File: config.mk
export PLATFORM = sky130hd
export DESIGN_NAME = pwm_timer_sequencer
export DESIGN_NICKNAME = d
export VERILOG_FILES = /design/src/rtl/pwm_seq_pkg.sv /design/src/rtl/pwm_seq_table.sv /design/src/rtl/pwm_timer_sequencer.sv
export SDC_FILE = /design/constraint.sdc
export NUM_CORES = 1
export LEC_CHECK = 0
export BUFFER_PORTS_ARGS = -buffer_cell sky130_fd_sc_hd__buf_2
export CORE_MARGIN = 2
export CORE_UTILIZATION = 61
export DETAILED_ROUTE_END_ITERATION = 7
export PLACE_DENSITY = 0.82
export SLEW_MARGIN = 20
export SYNTH_ARGS = -nofsm -noshare
export SYNTH_HDL_FRONTEND = slang
export SYNTH_SLANG_ARGS = --single-unit
File: constraint.sdc
create_clock -name i_clk -period 3.4 [get_ports i_clk]
set_input_delay 0.34 -clock i_clk [delete_from_list [all_inputs] [get_ports i_clk]]
set_output_delay 0.34 -clock i_clk [all_outputs]
set_load 0.05 [all_outputs]
File: src/rtl/pwm_seq_pkg.sv
// Shared types and constants for the PWM profile sequencer and its profile table.
package pwm_seq_pkg;

  typedef enum logic [2:0] {
    StIdle,
    StLdMax,
    StLdDuty,
    StLdStop,
    StStart,
    StWait,
    StNext
  } seq_state_e;

  typedef struct packed {
    logic [15:0] max_cnt;
    logic [15:0] duty_cnt;
    logic [15:0] stop_cnt;
  } pwm_entry_t;

  localparam logic [1:0] SEL_MAX  = 2'd0;
  localparam logic [1:0] SEL_DUTY = 2'd1;
  localparam logic [1:0] SEL_STOP = 2'd2;

  localparam logic [1:0] TADDR_MAX  = 2'd0;
  localparam logic [1:0] TADDR_PWM  = 2'd1;
  localparam logic [1:0] TADDR_STOP = 2'd2;

endpackage

File: src/rtl/pwm_seq_table.sv
// Profile register file: one host write port, one async read port for playback.
// Host writes are only accepted while the sequencer is idle.
module pwm_seq_table
  import pwm_seq_pkg::*;
#(
  parameter int unsigned DEPTH = 4,
  parameter int unsigned IDX_W = 2
) (
  input  logic             i_clk,
  input  logic             i_rstn,
  input  logic             i_idle,
  input  logic             i_we,
  input  logic [IDX_W-1:0] i_idx,
  input  logic [1:0]       i_sel,
  input  logic [15:0]      i_wdata,
  input  logic [IDX_W-1:0] i_ridx,
  output logic [47:0]      o_rdata,
  output logic             o_cfg_err
);

  pwm_entry_t tbl_q [DEPTH];
  logic       commit;

  assign commit  = i_we && i_idle && (i_sel != 2'd3);
  assign o_rdata = tbl_q[i_ridx];

  always_ff @(posedge i_clk) begin
    if (!i_rstn) begin
      for (int unsigned i = 0; i < DEPTH; i++) begin
        tbl_q[i] <= '0;
      end
      o_cfg_err <= 1'b0;
    end else begin
      o_cfg_err <= i_we && !commit;
      if (commit) begin
        unique case (i_sel)
          SEL_MAX:  tbl_q[i_idx].max_cnt  <= i_wdata;
          SEL_DUTY: tbl_q[i_idx].duty_cnt <= i_wdata;
          SEL_STOP: tbl_q[i_idx].stop_cnt <= i_wdata;
          default:  ;
        endcase
      end
    end
  end

endmodule

File: src/rtl/pwm_timer_sequencer.sv
// Plays a table of PWM profiles onto a timer: program max/duty/stop, start, wait for end, advance.
// Timer-side outputs are decoded from the state register and the table, never from inputs.
module pwm_timer_sequencer
  import pwm_seq_pkg::*;
#(
  parameter int unsigned     DEPTH   = 4,
  parameter int unsigned     IDX_W   = 2,
  parameter int unsigned     TO_W    = 24,
  parameter logic [TO_W-1:0] TIMEOUT = 24'hFFFFFF
) (
  input  logic             i_clk,
  input  logic             i_rstn,
  input  logic             i_cfg_we,
  input  logic [IDX_W-1:0] i_cfg_idx,
  input  logic [1:0]       i_cfg_sel,
  input  logic [15:0]      i_cfg_wdata,
  input  logic [IDX_W-1:0] i_last_idx,
  input  logic             i_run,
  input  logic             i_loop,
  input  logic             i_abort,
  input  logic             i_tmr_end,
  output logic             o_tmr_we,
  output logic [1:0]       o_tmr_addr,
  output logic [15:0]      o_tmr_wdata,
  output logic             o_tmr_start,
  output logic             o_busy,
  output logic [IDX_W-1:0] o_step_idx,
  output logic             o_seq_done,
  output logic             o_timeout,
  output logic             o_cfg_err
);

  localparam logic [TO_W-1:0] WdLast = TIMEOUT - 1'b1;

  seq_state_e       state_q;
  logic [IDX_W-1:0] idx_q;
  logic [TO_W-1:0]  wd_q;
  logic             end_q;
  logic             end_rise;
  logic [47:0]      rd_raw;
  pwm_entry_t       rd;

  pwm_seq_table #(
    .DEPTH (DEPTH),
    .IDX_W (IDX_W)
  ) u_table (
    .i_clk     (i_clk),
    .i_rstn    (i_rstn),
    .i_idle    (state_q == StIdle),
    .i_we      (i_cfg_we),
    .i_idx     (i_cfg_idx),
    .i_sel     (i_cfg_sel),
    .i_wdata   (i_cfg_wdata),
    .i_ridx    (idx_q),
    .o_rdata   (rd_raw),
    .o_cfg_err (o_cfg_err)
  );

  assign rd       = pwm_entry_t'(rd_raw);
  assign end_rise = i_tmr_end && !end_q;

  always_ff @(posedge i_clk) begin
    if (!i_rstn) begin
      state_q    <= StIdle;
      idx_q      <= '0;
      wd_q       <= '0;
      end_q      <= 1'b0;
      o_timeout  <= 1'b0;
      o_seq_done <= 1'b0;
    end else begin
      end_q      <= i_tmr_end;
      o_seq_done <= 1'b0;
      if ((state_q != StIdle) && i_abort) begin
        state_q <= StIdle;
      end else begin
        unique case (state_q)
          StIdle: begin
            if (i_run) begin
              idx_q     <= '0;
              o_timeout <= 1'b0;
              state_q   <= StLdMax;
            end
          end
          // A zero stop count marks an unused entry: no writes, no start.
          StLdMax:  state_q <= (rd.stop_cnt == '0) ? StNext : StLdDuty;
          StLdDuty: state_q <= StLdStop;
          StLdStop: state_q <= StStart;
          StStart: begin
            wd_q    <= '0;
            state_q <= StWait;
          end
          StWait: begin
            if (end_rise) begin
              state_q <= StNext;
            end else if (wd_q == WdLast) begin
              o_timeout <= 1'b1;
              state_q   <= StIdle;
            end else begin
              wd_q <= wd_q + 1'b1;
            end
          end
          StNext: begin
            if (idx_q != i_last_idx) begin
              idx_q   <= idx_q + 1'b1;
              state_q <= StLdMax;
            end else if (i_loop) begin
              idx_q   <= '0;
              state_q <= StLdMax;
            end else begin
              o_seq_done <= 1'b1;
              state_q    <= StIdle;
            end
          end
          default: state_q <= StIdle;
        endcase
      end
    end
  end

  always_comb begin
    o_tmr_we    = 1'b0;
    o_tmr_addr  = TADDR_MAX;
    o_tmr_wdata = '0;
    o_tmr_start = 1'b0;
    unique case (state_q)
      StLdMax: begin
        if (rd.stop_cnt != '0) begin
          o_tmr_we    = 1'b1;
          o_tmr_addr  = TADDR_MAX;
          o_tmr_wdata = rd.max_cnt;
        end
      end
      StLdDuty: begin
        o_tmr_we    = 1'b1;
        o_tmr_addr  = TADDR_PWM;
        o_tmr_wdata = rd.duty_cnt;
      end
      StLdStop: begin
        o_tmr_we    = 1'b1;
        o_tmr_addr  = TADDR_STOP;
        o_tmr_wdata = rd.stop_cnt;
      end
      StStart: o_tmr_start = 1'b1;
      default: ;
    endcase
  end

  assign o_busy     = (state_q != StIdle);
  assign o_step_idx = idx_q;

endmodule

# Word-level counts from Yosys, hierarchy flattened
# Memory sizes are Yosys's and may differ from the RTL's. A register that Yosys moved wholly into a read port is not among the register bits.
# Cells that the tools add are included.
[totals]
wordCells = 96
out_inout_bits = 26
register_bits = 33
input_bits = 29
ramBits = 192
n_memories = 1
[op_classes]
add_sub_neg = 2
n_reduce_logical = 23
eq_ne = 17
mux = 43
bitwise = 3
[memory_table]
columns = ["name", "words", "word_bits", "rd", "rd_ports_with_merged_regs", "wr", "line", "source"]
rows = [
  ["u_table.tbl_q", 4, 48, 1, 1, 4, "pwm_seq_table.sv:21", "pwm_entry_t tbl_q [DEPTH];"],
]
[ops]
columns = ["operator", "n"]
rows = [
  ["24-bit 2-to-1 mux", 2],
  ["48-bit 2-to-1 mux", 1],
  ["16-bit one-hot mux with 3 select lines", 1],
  ["24-bit one-hot mux with 2 select lines", 1],
  ["48-bit OR reduction", 1],
  ["24-bit by 1-bit adder with 24-bit output (second input constant)", 1],
  ["24-bit == test (second input constant)", 1],
  ["1-bit 2-to-1 mux", 21],
  ["3-bit one-hot mux with 7 select lines", 1],
  ["16-bit logical NOT", 1],
  ["16-bit 2-to-1 mux", 1],
  ["16-bit nonzero test", 1],
  ["3-bit 2-to-1 mux", 5],
  ["2-bit 2-to-1 mux", 6],
  ["2-bit != test (second input constant)", 5],
  ["3-bit == test (second input constant)", 3],
  ["2-bit one-hot mux with 2 select lines", 2],
  ["4-bit AND reduction", 2],
  ["3-bit by 2-bit == test with 1-bit output (second input constant)", 2],
  ["3-bit != test (second input constant)", 2],
  ["2-bit nonzero test", 3],
  ["1-bit logical AND", 5],
  ["5-bit AND reduction", 1],
  ["1-bit one-hot mux with 2 select lines", 2],
  ["13 further kinds", 17],
]

# Longest topological paths before layout
[depth]
ltp_word = 8
mapped_depth = 8
depth_no_buf = 7

# Modules after synthesis
# A second synthesis with hierarchy kept.
[hier_totals]
hier_cells = 795
area_unflattened_um2 = 11109.4
[by_module_without_submodules]
columns = ["module", "seq_area_each_um2", "instances", "cells_per_inst", "area_per_inst_um2"]
rows = [
  ["pwm_seq_table", 5785.5, 1, 517, 8933.6],
  ["pwm_timer_sequencer", 640.6, 1, 278, 2175.8],
]

# Least setup slack after synthesis
# No wires, ideal clock.
[synth_path]
kind = "register to output"
from = "register state_q[0]"
to = "output o_tmr_wdata[13]"
n_path_buf = 2
required_ns = 3.060
path_stages_with_launch = 7
arrival_time_ns = 2.565
path_slack_ns = 0.495
cell_sequence = "dfxtp_1 -> buf_2 -> inv_1 -> nor3_1 -> clkbuf_1 -> a22oi_1 -> o21ai_0"
[synth_between]
elab_chain_len = 2
word_cells_on_any_way = 4
classes_between = "eq/ne (3); mux (1)"
[synth_rtl]
columns = ["element", "line", "source"]
rows = [
  ["from (decl)", "pwm_timer_sequencer.sv:35", "seq_state_e state_q;"],
  ["from (signal assigned)", "pwm_timer_sequencer.sv:64", "state_q <= StIdle;"],
  ["from (signal assigned)", "pwm_timer_sequencer.sv:74", "state_q <= StIdle;"],
  ["from (signal assigned)", "pwm_timer_sequencer.sv:81", "state_q <= StLdMax;"],
  ["3-bit by 2-bit == test with 1-bit output or 3-bit by 1-bit == test with 1-bit output (tied branches)", "pwm_timer_sequencer.sv:125", "unique case (state_q)"],
  ["16-bit one-hot mux with 3 select lines *", "pwm_timer_sequencer.sv:125", ""],
  ["to (decl)", "pwm_timer_sequencer.sv:24", "output logic [15:0] o_tmr_wdata,"],
]
# Every way passes the cells marked *; elsewhere a longest branch is shown, timed or not.

==> metrics.cfg <==
[synthesis]
ys_ff_latch=227
post-synth-top-count-cell=edfxtp_1
synth.net_count=798
synth_edf_count=192
ys_seq_area_frac=0.644
synthTopCellsByArea=edfxtp_1 (57%), mux4_2 (8.7%), dfxtp_1 (7.0%)
ys_async_sr_fraction=0
synth_ff_type=edfxtp_1
synth_top_area_share=0.574
synth_commonest_cells=edfxtp_1 (192), nor2_1 (164), nand2_1 (50)
yosysTopAreaCell=edfxtp_1
netlist-cell-type-count=51
syn-cell-area_um2=10000
avgSynthCellArea_um2=13.1
syn_inst=767
yosys_warnings=0

[global_routing]
grt_start_max_net_pins=28
grt_pass1_vias=7050
grt_pass1_wl_mm=39.7
antenna_found_initial=0
grt_overflow=0
track_usage=0.302

[die]
fp.dieH_um=132
core-area_um2=16000
start_util=0.627
die-area_um2=17500
die_x_um=132
num_rows=46
io_pins=55

[drt]
drtPass1Iterations=5
viasPerCell=6.58
drtIter0Drc=977
routed_wl_mm=26.3
drc=0
antenna_left=0
num_vias=7149
wl_per_cell_um=24.2

[setup_path]
end_kind=output port
r2r-start=state_q[0]
cp.arrival_ns=2.96
worst_r2r_path_depth=7
r2r-end=u_table.tbl_q[2][36]
crit_fanout=8
r2r_setup_slack_ns=0.63
required_ns=3.06
crit_type=reg -> out
cp-start-kind=flip-flop

[flow_run]
maxCapViolations=0

[timing]
final.setup.tns_ns=0
hold_viol=0
clock.fmax_mhz=303
min_period_ns=3.30
worst_slew_pin_slew_ns=0.848
final-max-slew-violation-count=0
maxSlewHeadroom=0.433
fin_skew_ns=0.0122
setup_violations=0
finalCritPeriodShare=0.971

[place]
portBuffers=54
gp_congestion=0.861
hpwl_mm=16.0
place_inst=1037

[clock_tree]
clock_sinks=227
clk_pin_slew_ns=0.07
tritoncts=built
htreeDepth=1
cts_inserted_buffers=23
cts_buffer_depth=3
cts_hold_buf=0
clkLatencyLatePin_ns=0.52
root_buffer=clkbuf_16

[power_and_ir_drop]
p_per_area_nw_per_um2=533
leakagePower_nw=4.16
peakVddDrop_uv=412

[layout]
n_antenna_cell=0
nets=885
fill_cells=1006
drive_gt1_frac=0.230
fin_cells=1086
area_growth_syn_to_layout_pct=15.2

[worst_hold_path]
hp-class=in -> reg
holdPathStages=3
min_from=i_cfg_we
min_to=u_table.o_cfg_err

[status]
status=finished clean

-- cells in the final DEF (no fill, tap or decap), types with 5 or more instances in the layout --
master / count
nand3_1: 10
clkbuf_16: 23
inv_1: 42
mux4_1: 7
a22oi_1: 16
buf_4: 44
o21ai_0: 27
buf_2: 53
a21oi_1: 21
dfxtp_1: 33
nor2b_1: 6
nand2_1: 49
or3_1: 9
clkinv_2: 5
nor3_2: 5
or4_1: 8
mux4_2: 41
nor3_1: 5
edfxtp_1: 192
o31ai_1: 5
nand4_1: 19
nor2_1: 164
-- final cells by class --
class	count	area, um^2	share of cell area
clock buffers	25	603	0.0521
clock inverters	16	131	0.0114
inverters	43	161	0.0140
multi-input cells	460	3300	0.285
flip-flops and latches	227	6470	0.560
well taps	216	270	0.0234
repair buffers	99	634	0.0548
-- cell families after synthesis --
| group | count (synthesis) | share of synthesized area |
|---|---|---|
| and+or+nand+nor | 311 | 0.145 |
| DFF | 227 | 0.644 |
| AOI/OAI and AO/OA | 90 | 0.0571 |
| buffers and inverters | 80 | 0.0320 |
| muxes | 50 | 0.113 |
| xor gates and xnor gates | 7 | 0.00611 |
| adders and majority gates | 2 | 0.00249 |
-- layer usage --
metal / global-route usage / part of all wire / vias to the layer above
met4: 0.141 / 0.051 / 0
met2: 0.506 / 0.49 / 548
met1: 0.388 / 0.35 / 3449
met5: 0 / 0 / -
li1: - / - / 3041
met3: 0.0561 / 0.11 / 111
-- worst max path at each step --
stage / endpoint / slack (ns) / start
2_1_floorplan: o_tmr_wdata[13] / 0.49 / state_q[0]
3_3_place_gp: o_tmr_wdata[3] / 0.33 / flip-flop
3_5_place_dp: o_tmr_wdata[6] / 0.27 / flip-flop
4_1_cts: o_tmr_wdata[13] / 0.009 / flip-flop
5_1_grt: o_tmr_wdata[10] / -0.02 / flip-flop
6_report: o_tmr_wdata[13] / 0.1 / flip-flop
-- power by group --
part	switching, W	total, W	internal, W
logic	0.000393	0.000530	0.000136
registers	0.0000514	0.00318	0.00312
clock network	0.00108	0.00246	0.00138
-- through the flow --
step / setup WS (ns) / total power (W) / hold WS, ns / utilization / instance area (um^2)
2_1_floorplan: 0.495 / 0.00354 / 0.462 / - / 10000
6_report: 0.0985 / 0.00617 / 0.0766 / 0.723 / 11600
3_3_place_gp: 0.332 / 0.00371 / 0.477 / 0.670 / 10700
4_1_cts: 0.00882 / 0.00614 / 0.0734 / 0.719 / 11500
3_5_place_dp: 0.269 / 0.00374 / 0.494 / 0.670 / 10700
5_1_grt: -0.0218 / 0.00630 / 0.0868 / 0.723 / 11600
-- flip-flops by register name, indices dropped and copies added (netlist names), named ones only --
signal,cells
u_table.tbl_q,192
wd_q,24
end_q,1
u_table.o_cfg_err,1
state_q,3
o_seq_done,1
o_timeout,1
o_step_idx,2
-- critical path: stages, from the launching register on --
cell and delay [ns]:
dfxtp_4 0.44, buf_4 0.21, buf_4 0.13, mux4_2 0.57, nor4_2 0.20, nand4_1 0.21, nand2_4 0.16, buf_4 0.16
o21ai_0 0.11, buf_2 0.24
-- repair_timing --
action	in CTS	in global routing
pin swaps	0	2
setup endpoints to repair	17	11
gates resized for setup	4	9
setup buffers	2	6
No activity file was read; power rests on OpenSTA's default activity.
